==> config.mk <==
export PLATFORM = sky130hd
export DESIGN_NAME = cic_comb_decim
export DESIGN_NICKNAME = d
export VERILOG_FILES = /design/src/rtl/cic_pkg.sv /design/src/rtl/cic_comb_stage.sv /design/src/rtl/cic_comb_decim.sv
export SDC_FILE = /design/constraint.sdc
export NUM_CORES = 1
export LEC_CHECK = 0
export ABC_CLOCK_PERIOD_IN_PS = 2700
export BUFFER_PORTS_ARGS = -buffer_cell sky130_fd_sc_hd__buf_2
export CELL_PAD_IN_SITES_DETAIL_PLACEMENT = 0
export CELL_PAD_IN_SITES_GLOBAL_PLACEMENT = 1
export CORE_MARGIN = 4
export CORE_UTILIZATION = 48
export CTS_CLUSTER_SIZE = 40
export DETAILED_ROUTE_END_ITERATION = 8
export PLACE_DENSITY = 0.81
export SYNTH_ARGS = -nofsm -noshare
export SYNTH_HDL_FRONTEND = slang
export SYNTH_SLANG_ARGS = --single-unit
==> constraint.sdc <==
create_clock -name clk -period 2.7 [get_ports clk]
set_input_delay 0.405 -clock clk [delete_from_list [all_inputs] [get_ports clk]]
set_output_delay 0.405 -clock clk [all_outputs]
set_load 0.01 [all_outputs]
==> src/rtl/cic_pkg.sv <==
// Shared constants for the CIC decimator chain (integrators and combs) and a
// constant-evaluable clog2 helper used to size the decimation counter.
package cic_pkg;

  localparam int CIC_W = 10;  // data width, equal to the integrator chain width
  localparam int CIC_R = 8;   // decimation ratio
  localparam int CIC_M = 1;   // differential delay per comb stage
  localparam int CIC_N = 3;   // number of comb stages

  // Ceiling log2; returns 0 for v <= 1.
  function automatic int clog2(input int v);
    int r;
    r = 0;
    for (int i = 0; i < 31; i++) begin
      if ((1 << i) < v) r = i + 1;
    end
    return r;
  endfunction

endpackage

==> src/rtl/cic_comb_stage.sv <==
// One CIC comb (differentiator) stage: y = x[k] - x[k-M], modulo 2^W.
// Ports:
//   clk, rstn   clock, asynchronous active-low reset
//   sync_clr    synchronous clear of delay line, output and valid
//   x_vld, x    input sample strobe and sample
//   y_vld, y    registered output strobe (one cycle) and held output sample
module cic_comb_stage
  import cic_pkg::*;
#(
  parameter int W = CIC_W,
  parameter int M = CIC_M
) (
  input  logic         clk,
  input  logic         rstn,
  input  logic         sync_clr,
  input  logic         x_vld,
  input  logic [W-1:0] x,
  output logic         y_vld,
  output logic [W-1:0] y
);

  // Delay line advances only on valid samples, so idle cycles never age it.
  logic [W-1:0] dly [M];

  always_ff @(posedge clk or negedge rstn) begin
    if (!rstn) begin
      for (int i = 0; i < M; i++) dly[i] <= '0;
      y     <= '0;
      y_vld <= 1'b0;
    end else if (sync_clr) begin
      for (int i = 0; i < M; i++) dly[i] <= '0;
      y     <= '0;
      y_vld <= 1'b0;
    end else begin
      y_vld <= x_vld;
      if (x_vld) begin
        // Plain wrap-around subtraction so integrator overflow cancels.
        y      <= x - dly[M-1];
        dly[0] <= x;
        for (int i = 1; i < M; i++) dly[i] <= dly[i-1];
      end
    end
  end

endmodule

==> src/rtl/cic_comb_decim.sv <==
// Decimating comb section of a CIC decimator: keeps one of every R valid
// input samples and runs it through N pipelined comb stages.
// Ports:
//   clk, rstn   clock, asynchronous active-low reset
//   din_vld     input sample strobe
//   din         integrator output sample (modular)
//   sync_clr    synchronous clear of all state, overrides a simultaneous capture
//   dout        comb output (two's-complement modular), held between strobes
//   dout_vld    single-cycle strobe, N cycles after the capture cycle
module cic_comb_decim
  import cic_pkg::*;
#(
  parameter int W = CIC_W,
  parameter int R = CIC_R,
  parameter int M = CIC_M,
  parameter int N = CIC_N
) (
  input  logic         clk,
  input  logic         rstn,
  input  logic         din_vld,
  input  logic [W-1:0] din,
  input  logic         sync_clr,
  output logic [W-1:0] dout,
  output logic         dout_vld
);

  // R=1 would give a zero-width counter; keep one bit, it simply stays at 0.
  localparam int CW = (R > 1) ? clog2(R) : 1;

  logic [CW-1:0] cnt;
  logic          cnt_last;
  logic          cap;

  assign cnt_last = (cnt == CW'(R - 1));
  assign cap      = din_vld & cnt_last & ~sync_clr;

  always_ff @(posedge clk or negedge rstn) begin
    if (!rstn) begin
      cnt <= '0;
    end else if (sync_clr) begin
      cnt <= '0;
    end else if (din_vld) begin
      cnt <= cnt_last ? '0 : cnt + 1'b1;
    end
  end

  // Index 0 is the captured sample; index N is the last stage output.
  logic [W-1:0] stg_d [N+1];
  logic         stg_v [N+1];

  assign stg_d[0] = din;
  assign stg_v[0] = cap;

  for (genvar g = 0; g < N; g++) begin : g_stage
    cic_comb_stage #(
      .W (W),
      .M (M)
    ) u_stage (
      .clk      (clk),
      .rstn     (rstn),
      .sync_clr (sync_clr),
      .x_vld    (stg_v[g]),
      .x        (stg_d[g]),
      .y_vld    (stg_v[g+1]),
      .y        (stg_d[g+1])
    );
  end

  assign dout     = stg_d[N];
  assign dout_vld = stg_v[N];

endmodule

==> summary.txt <==
Layout
  – Finished Layout Cells: 542
  – Syn-to-layout area delta: 10.0%
  – Commonest non-fill, non-tap cell in the layout: dfrtp_1
  – Most frequent cells in the layout: 66 x dfrtp_1, 62 x nor2_1, 37 x inv_1
  – Diode count: 0
  – Layout cells sized above 1: 0.111
  – Filler cells: 710
  – Final nets: 481
  – Design area: 4360 um2

Floorplanning
  – Top Ports: 25
  – Core footprint: 7890 um2
  – Die X: 98.9 um
  – Cell Rows: 32
  – Die span in y: 98.9 um
  – Initial Util: 0.503
  – Die area: 9780 um2

Logic synthesis
  – Synthesized area: 3960 um2
  – Dominant cell type by area after synthesis: dfrtp_1
  – Ys flop type: dfrtp_1
  – Post-synth top area share: 0.417
  – Synth Warn #: 0
  – Syn Nets: 461
  – Yosys cell types: 44
  – Cells after Synth: 415
  – Synth Register Bits: 66
  – Ys async rst share: 1.00
  – EDFF count, synth: 0
  – Seq/Total Area, Yosys: 0.417
  – Mapped Avg Cell Area: 9.55 um2
  – Top post-synthesis cells by area: dfrtp_1 42%, ha_1 9.2%, mux2i_1 8.1%

Detailed routing
  – WL/cell: 14.1 um
  – DRC viols: 0
  – Vias per inst: 5.59
  – Final WL: 7650 um
  – DR pass1 iterations: 4
  – DRT antenna net count: 0
  – Routed vias: 3032
  – DR iter-0 viols: 157

Clocking
  – Post-CTS Setup Inserts: 0
  – Clock Tree Buf Depth: 2
  – CTS tree: built
  – CTS root buf: clkbuf_8
  – Clock transition at path regs: 0.08 ns
  – H-tree depth: 3
  – Clk_lat worst skew: 0.33 ns
  – Hold_buf cts: 0
  – PostCTS Resize Cnt: 0
  – Total CTS buffers: 9
  – # clock sinks: 66

Critical path
  – Crit path launch type: register
  – Crit-path max FO: 3
  – Critical Path End Type: register
  – RR Startpoint: g_stage[0].u_stage.dly[0]
  – Kind of critical path: reg -> reg
  – Critical Path Sink: g_stage[0].u_stage.y[6]
  – WP data required: 2.92 ns
  – Worst r2r dst: g_stage[0].u_stage.y[6]
  – Crit path from: g_stage[0].u_stage.dly[0]
  – Reg2Reg Setup Slack: 0.61 ns
  – Worst path arrival time: 2.31 ns
  – Cells on worst reg2reg path: 7

Timing
  – Max Clk Rate: 478 MHz
  – Worst Skew: 0.0104 ns
  – Final Hold Fails: 0
  – Worst-Margin Slew: 0.844 ns
  – Setup_tns: 0 ns
  – RSZ-0062 raised after global routing: false
  – Finish-stage setup viols: 0
  – Final slew viol count: 0
  – Tcrit/Tclk final: 0.775
  – Max-slew headroom: 0.437
  – Fin crit period: 2.09 ns
  – Worst hold margin: 0.251 ns

Pwr
  – Worst VDD drop: 0.242 mV
  – Cell Pwr Density: 433 nW/um2
  – Design Power: 1.89 mW
  – Pleak: 1.98 nW

Global routing
  – Wire length of the first global-routing pass: 13800 um
  – GRT Total Usage: 0.171
  – GRT overflow: 0
  – Vias in the first global route: 3051
  – Largest net degree at the start of global routing: 67
  – Initial antenna violation count: 0

Flow run
  – Max_cap viols: 0

Place
  – Port Buf Inserts: 24
  – HPWL Detailed: 5290 um
  – Post-DP Area: 4170 um2
  – Placer congestion estimate: 0.815
  – Dpl cells: 526

Run status
  – Outcome: finished clean

Worst hold path
  – Hold Crit Class: in -> async
## cell type report
type                            count  area [um2]  share of cell area
Inverter                           38         143              0.0327
Clock buffer                       12         165              0.0379
Tap cell                          102         128              0.0293
Multi-Input combinational cell    291        2080               0.477
Clock inverter                      4        25.0             0.00574
Sequential cell                    66        1650               0.379
Timing Repair Buffer               29         170              0.0390
## registers in the layout, indices dropped and copies added, names as in the netlist
name and cells:
cnt 3, g_stage.u_stage.dly 30, g_stage.u_stage.y 30, g_stage.u_stage.y_vld 3
## through the flow
step	util	setup slack [ns]
after floorplan	-	0.725
after global placement	0.529	0.502
after detailed placement	0.529	0.469
after CTS	0.553	0.600
after global routing	0.553	0.495
final	0.553	0.607
## how the worst min path moves through the flow
stage,from,endpoint,slack [ns],cells past startpoint
after floorplan,rstn,cnt[0],0.11,0
after global placement,g_stage[0].u_stage.dly[0],g_stage[0].u_stage.dly[0],0.48,2
after detailed placement,g_stage[0].u_stage.dly[6],g_stage[0].u_stage.dly[6],0.48,1
after CTS,rstn,g_stage[2].u_stage.y[1],0.28,2
after global routing,din[7],g_stage[0].u_stage.dly[7],0.31,2
final,rstn,g_stage[2].u_stage.y[2],0.25,2
## metal layers
layer	wire, um	share of wire	vias up	track usage
li1	-	-	1510	-
met1	3550	0.46	1441	0.216
met2	3730	0.49	69	0.283
met3	251	0.033	12	0.0410
met4	122	0.016	0	0.0641
met5	0	0	-	0
## cell families (layout without fill, tap and decap cells)
group,count (synthesis),in the layout,synth area share
AND/OR/NAND/NOR,120,120,0.143
AO/OA/AOI/OAI,101,101,0.181
flip-flops,66,66,0.417
buffers and inverters,58,83,0.0587
adder cells (fa/ha/maj),32,32,0.107
multiplexers,32,32,0.0808
XOR/XNOR,6,6,0.0133
## critical path, cell delays in order, from the launching register on
cell and delay [ns]:
dfrtp_1 0.38, ha_1 0.24, fa_1 0.39, nand2b_1 0.19, a21oi_1 0.26, o21a_1 0.16, o21ai_0 0.09, a32o_1 0.28
## power breakdown
part	internal [mW]	switching (mW)	leakage, nW
logic	0.0393	0.0753	0.967
clock network	0.406	0.374	0.0944
registers	0.991	0.00215	0.921
total	1.44	0.451	1.98
## cell usage after synthesis, drive strengths merged, types with 3 or more instances
cell      n
nor2b     7
o221ai    3
ha       29
dfrtp    66
o2111ai   4
inv      38
fa        3
a21oi    18
xnor2     4
a211oi    3
nand4b    5
a32oi     6
o31a      5
nor2     62
a32o      3
clkbuf   13
nor3      3
mux2i    32
o41ai     5
nand2    22
buf       7
nand3     4
nand2b    5
a22o     10
o21a     12
o211ai    8
o21ai    19
No activity file was read; power rests on OpenSTA's default activity.
